`config.mk`:
```
export PLATFORM = sky130hd
export DESIGN_NAME = io_port_controller
export DESIGN_NICKNAME = d
export VERILOG_FILES = /design/src/rtl/io_port_controller_pkg.sv /design/src/rtl/io_sync_fifo.sv /design/src/rtl/io_port_controller.sv
export SDC_FILE = /design/constraint.sdc
export NUM_CORES = 1
export LEC_CHECK = 0
export CAP_MARGIN = 25
export CORE_MARGIN = 2
export CORE_UTILIZATION = 50
export CTS_CLUSTER_SIZE = 12
export DETAILED_ROUTE_END_ITERATION = 8
export GPL_TIMING_DRIVEN = 1
export PLACE_DENSITY = 0.76
export SETUP_SLACK_MARGIN = 0.1
export SKIP_LAST_GASP = 1
export SLEW_MARGIN = 20
export SYNTH_ARGS = -nofsm -noshare
export SYNTH_HDL_FRONTEND = slang
export SYNTH_HIERARCHICAL = 1
export SYNTH_SLANG_ARGS = --single-unit
```
`constraint.sdc`:
```
create_clock -name Clk -period 2.21 [get_ports Clk]
set_clock_uncertainty 0.2 [all_clocks]
set_input_delay 0.442 -clock Clk [delete_from_list [all_inputs] [get_ports Clk]]
set_output_delay 0.442 -clock Clk [all_outputs]
set_load 0.02 [all_outputs]
```
`src/rtl/io_port_controller_pkg.sv`:
```
// Shared types and constants for the processor I/O port controller.
// Interrupt FSM encodings are fixed so they can be matched against processor-side decoding.
package io_port_controller_pkg;

    localparam int unsigned IOC_DATA_W = 16;

    typedef enum logic [1:0] {
        StIdle  = 2'd0,
        StPulse = 2'd1,
        StWait  = 2'd2
    } ioc_state_e;

endpackage

```
`src/rtl/io_sync_fifo.sv`:
```
// Synchronous FIFO with extra-MSB pointers and a combinational head word.
// When full, a push is still taken if a pop frees the slot in the same cycle.
module io_sync_fifo
    import io_port_controller_pkg::*;
#(
    parameter int unsigned DATA_W = IOC_DATA_W,
    parameter int unsigned DEPTH  = 4
) (
    input  logic              clk_i,
    input  logic              rst_i,
    input  logic              push_i,
    input  logic [DATA_W-1:0] data_i,
    input  logic              pop_i,
    output logic              full_o,
    output logic              empty_o,
    output logic [DATA_W-1:0] head_o
);

    localparam int unsigned AW = $clog2(DEPTH);
    localparam logic [AW:0] PtrOne = {{AW{1'b0}}, 1'b1};

    logic [AW:0]       wptr_q, wptr_d;
    logic [AW:0]       rptr_q, rptr_d;
    logic [DATA_W-1:0] mem_q [DEPTH];
    logic              do_push, do_pop;

    assign empty_o = (wptr_q == rptr_q);
    assign full_o  = (wptr_q[AW] != rptr_q[AW]) && (wptr_q[AW-1:0] == rptr_q[AW-1:0]);
    assign head_o  = mem_q[rptr_q[AW-1:0]];

    assign do_pop  = pop_i && !empty_o;
    assign do_push = push_i && (!full_o || do_pop);

    always_comb begin
        wptr_d = do_push ? wptr_q + PtrOne : wptr_q;
        rptr_d = do_pop  ? rptr_q + PtrOne : rptr_q;
    end

    always_ff @(posedge clk_i) begin
        if (rst_i) begin
            wptr_q <= '0;
            rptr_q <= '0;
        end else begin
            wptr_q <= wptr_d;
            rptr_q <= rptr_d;
        end
    end

    // Storage needs no reset: contents are only visible through non-empty pointers.
    always_ff @(posedge clk_i) begin
        if (do_push) begin
            mem_q[wptr_q[AW-1:0]] <= data_i;
        end
    end

endmodule

```
`src/rtl/io_port_controller.sv`:
```
// Device-side partner of the processor In/Out/Int pins: RX FIFO feeding proc_in with an
// interrupt pulse FSM, TX FIFO collecting OUT writes with a sticky overflow flag.
module io_port_controller
    import io_port_controller_pkg::*;
#(
    parameter int unsigned DATA_W    = IOC_DATA_W,
    parameter int unsigned DEPTH     = 4,
    parameter int unsigned INT_PULSE = 2
) (
    input  logic              Clk,
    input  logic              Rst,
    input  logic [DATA_W-1:0] dev_in_data,
    input  logic              dev_in_valid,
    output logic              dev_in_ready,
    output logic [DATA_W-1:0] proc_in,
    input  logic              proc_in_rd,
    input  logic [DATA_W-1:0] proc_out,
    input  logic              proc_out_we,
    output logic [DATA_W-1:0] dev_out_data,
    output logic              dev_out_valid,
    input  logic              dev_out_ready,
    output logic              int_req,
    output logic              tx_drop
);

    localparam int unsigned CntW = (INT_PULSE > 1) ? $clog2(INT_PULSE) : 1;
    localparam logic [CntW-1:0] CntLoad = CntW'(INT_PULSE - 1);
    localparam logic [CntW-1:0] CntOne  = CntW'(1);

    logic              rx_full, rx_empty, rx_push, rx_pop;
    logic [DATA_W-1:0] rx_head;
    logic              tx_full, tx_empty, tx_pop;

    ioc_state_e        state_q, state_d;
    logic [CntW-1:0]   cnt_q, cnt_d;
    logic              pop_seen_q, pop_seen_d;
    logic              tx_drop_q, tx_drop_d;

    assign dev_in_ready  = !rx_full;
    assign rx_push       = dev_in_valid && !rx_full;
    assign rx_pop        = proc_in_rd && !rx_empty;
    assign proc_in       = rx_empty ? '0 : rx_head;

    assign dev_out_valid = !tx_empty;
    assign tx_pop        = dev_out_valid && dev_out_ready;
    assign tx_drop       = tx_drop_q;

    io_sync_fifo #(
        .DATA_W (DATA_W),
        .DEPTH  (DEPTH)
    ) u_rx_fifo (
        .clk_i   (Clk),
        .rst_i   (Rst),
        .push_i  (rx_push),
        .data_i  (dev_in_data),
        .pop_i   (rx_pop),
        .full_o  (rx_full),
        .empty_o (rx_empty),
        .head_o  (rx_head)
    );

    io_sync_fifo #(
        .DATA_W (DATA_W),
        .DEPTH  (DEPTH)
    ) u_tx_fifo (
        .clk_i   (Clk),
        .rst_i   (Rst),
        .push_i  (proc_out_we),
        .data_i  (proc_out),
        .pop_i   (tx_pop),
        .full_o  (tx_full),
        .empty_o (tx_empty),
        .head_o  (dev_out_data)
    );

    assign tx_drop_d = tx_drop_q || (proc_out_we && tx_full && !tx_pop);

    // A pop during the pulse is remembered so WAIT does not stall for a second pop.
    always_comb begin
        state_d    = state_q;
        cnt_d      = cnt_q;
        pop_seen_d = pop_seen_q;
        int_req    = 1'b0;
        unique case (state_q)
            StIdle: begin
                if (!rx_empty) begin
                    state_d    = StPulse;
                    cnt_d      = CntLoad;
                    pop_seen_d = 1'b0;
                end
            end
            StPulse: begin
                int_req = 1'b1;
                if (rx_pop) begin
                    pop_seen_d = 1'b1;
                end
                if (cnt_q == '0) begin
                    state_d = StWait;
                end else begin
                    cnt_d = cnt_q - CntOne;
                end
            end
            StWait: begin
                if (rx_pop || pop_seen_q) begin
                    state_d    = StIdle;
                    pop_seen_d = 1'b0;
                end
            end
            default: begin
                state_d = StIdle;
            end
        endcase
    end

    always_ff @(posedge Clk) begin
        if (Rst) begin
            state_q    <= StIdle;
            cnt_q      <= '0;
            pop_seen_q <= 1'b0;
            tx_drop_q  <= 1'b0;
        end else begin
            state_q    <= state_d;
            cnt_q      <= cnt_d;
            pop_seen_q <= pop_seen_d;
            tx_drop_q  <= tx_drop_d;
        end
    end

endmodule

```
==> flow_summary.yaml <==
run_status:
  outcome: "finished with violations"
  violations: "setup timing"
logic_synthesis:
  async_reset_ff_frac: 0
  synthTopCellsByCount: "128 x edfxtp_1, 32 x mux4_2, 25 x nor2b_1"
  synth.top_cell.area_share: 0.634
  synthTopCellsByArea: "edfxtp_1 63%, mux4_2 12%, dfxtp_1 6.9%, nor2b_1 2.6%, ha_1 2.1%"
  syn_area_per_cell_um2: 18.6
  yosysTopAreaCell: "edfxtp_1"
  syn-num-nets: 374
  yosysMostFrequentCell: "edfxtp_1"
  ys_warn_count: 6
  netlist_area_um2: 6060
  synth_cell_types: 34
  synth_edf_count: 128
  synth_ff_type: "edfxtp_1"
  synthCells: 326
  synth_seq_area_share: 0.704
  ys_seq_elements: 149
clock_network:
  clock_latency_ns: 0.41
  cts_buffers: 17
  cts_sinks: 149
  cts_hold_buf: 0
  cts_buffer_depth: 2
  path_clk_slew_ns: 0.06
  ctsHtreeMaxLevel: 4
  cts-root-buf: "clkbuf_16"
  cts_tree: "done"
grt:
  gr-total-overflow: 0
  antenna_found_initial: 0
  first_global_vias: 3426
  grt_max_degree: 32
  grt_pass1_wl_um: 18100
  grt_util_all_layers: 0.191
sta:
  finalCriticalPeriod_ns: 2.46
  tightestPinTransition_ns: 0.375
  drv_slew: 0
  timing.fmax_mhz: 407
  post-route-period-util: 1.11
  worst_hold_slack_ns: 0.276
  setup_slack_ns: -0.249
  finalSetupViolCount: 80
  hold_viol: 0
  rsz0062_at_grt: "true"
  slew_headroom: 0.748
flow_run:
  drv_cap: 0
power_and_ir_drop:
  ir_drop_uv: 825
  p_per_area_nw_per_um2: 914
  p_seq_frac: 0.430
  p_int_mw: 5.81
  combPwrFrac: 0.201
  sw_frac_of_total: 0.246
  leakage_nw: 2.98
  clockPowerShare: 0.369
  power_mw: 7.70
  p_sw_mw: 1.90
floorplanning:
  die_y_um: 114
  ios: 74
  core_area_um2: 11900
  start_util: 0.509
  num_rows: 40
  die_x_um: 114
  dieArea_um2: 13000
setup_path:
  cp_cell_sequence: "buf_12 > buf_16 > mux4_2 > nor2b_4 > buf_4"
  crit_path_max_fanout: 8
  cp.arrival_ns: 1.82
  crit_type: "flip-flop to primary output"
  cp-start-kind: "flip-flop"
  crit_required_ns: 1.57
  critPathSlowestCell: "mux4_2"
  r2r_setup_slack_ns: -0.09
  path_delay_family: "multiplexers"
  slowest_delay_ns: 0.51
  r2r_start: "u_rx_fifo/wptr_q[1]"
  crit_buf_inv: 3
  end_kind: "primary output"
placed_design:
  hpwl_um: 6790
  globalplace.congestion: 0.701
  placement.cell_area_um2: 7430
  port_buffers: 73
final_layout:
  layout-drive-gt1-share: 0.433
  layout.nets: 511
  final_area_um2: 8430
  area_delta_synth_final_pct: 39.1
  antenna_cells: 0
  utilization: 0.708
route:
  ant_nets: 0
  wl_per_cell_um: 19.1
  vias: 3340
  first_pass_iters: 5
  drt_first_iter_violations: 194
  via_per_inst: 5.36
  drc: 0
  wl_um: 11900
hold_path:
  hp-start: "tx_drop"
  hold_path.class: "flip-flop to flip-flop"
==> state kept, by name (all words and copies together), names as in the netlist, named ones only <==
name and cells:
u_rx_fifo/mem_q 64, u_tx_fifo/mem_q 64, u_rx_fifo/rptr_q 3, u_rx_fifo/wptr_q 3
u_tx_fifo/rptr_q 3, u_tx_fifo/wptr_q 3, state_q 2, cnt_q 1
pop_seen_q 1, tx_drop 1
==> logic make-up (layout without fill, tap and decap cells) <==
family | count (synthesis) | after routing | share of synthesized area
AOI/OAI and AO/OA | 16 | 16 | 0.0266
xor gates and xnor gates | 8 | 8 | 0.0190
adders and majority gates | 10 | 10 | 0.0206
buffers and inverters | 26 | 174 | 0.0186
DFF | 149 | 149 | 0.704
muxes | 44 | 44 | 0.142
and+or+nand+nor | 73 | 75 | 0.0700
==> path summary, 6_finish.rpt <==
check | end | cells after the start
setup reg to reg | u_rx_fifo/mem_q[2][13] | 10
setup / recovery | proc_in[4] | 5
hold reg to reg | tx_drop | 2
hold / removal | tx_drop | 2
==> layout by cell type, fill, tap and decap left out, drive strengths merged, types with 3 or more instances in the layout <==
| cell type | n |
|---|---|
| bufinv | 3 |
| nor2b | 25 |
| inv | 15 |
| xnor2 | 6 |
| a31oi | 5 |
| nand2b | 10 |
| ha | 10 |
| a41oi | 4 |
| clkinv | 9 |
| and2 | 8 |
| mux4 | 32 |
| edfxtp | 128 |
| mux2i | 4 |
| clkdlybuf4s50 | 38 |
| buf | 88 |
| clkbuf | 19 |
| mux2 | 8 |
| nor2 | 17 |
| nand2 | 5 |
| dfxtp | 21 |
==> stage by stage <==
stage	setup slack, ns	setup TNS (ns)	cells
after CTS	-0.264	-5.12	614
after global routing	-0.305	-9.45	623
final	-0.249	-5.92	623
after detailed placement	-0.188	-7.07	571
after floorplan	0.0788	0	326
after global placement	-0.183	-6.66	571
==> tightest hold or removal path: stages (launching register included) <==
cell and delay, ns:
dfxtp_1 0.32, a31oi_1 0.04, nor2_1 0.07
==> cell type report <==
class	instances	area, um^2
sequential	149	4300
fill	722	3480
multi-input combinational	153	1900
timing repair buffer	128	1400
clock buffer	18	429
tap	147	184
clock inverter	14	159
inverter	14	55.1
==> power groups by stage <==
| stage | sequential, mW | combinational (mW) | clock (mW) |
|---|---|---|---|
| after CTS | 3.31 | 1.45 | 2.89 |
| after global placement | 3.35 | 1.34 | 0 |
| final | 3.31 | 1.55 | 2.84 |
| after detailed placement | 3.36 | 1.36 | 0 |
| after global routing | 3.33 | 1.64 | 3.00 |
| after floorplan | 3.35 | 0.747 | 0 |
==> metal layers <==
layer  wire length, um  GRT usage  part of all wire  vias up
met5                 0          0                 0        -
met4               191     0.0772             0.016        0
met3               622     0.0577             0.052       17
met2              6350      0.327              0.53       91
met1              4760      0.229              0.40     1688
li1                  -          -                 -     1544
==> what timing repair did <==
action / in CTS / in global routing
buffers inserted: 8 / 9
cloned: 4 / 1
pin swaps: 9 / 11
gates resized for setup: 196 / 37
endpoints found under the setup margin: 85 / 149
Note: power is estimated with default switching activity, not from simulation.
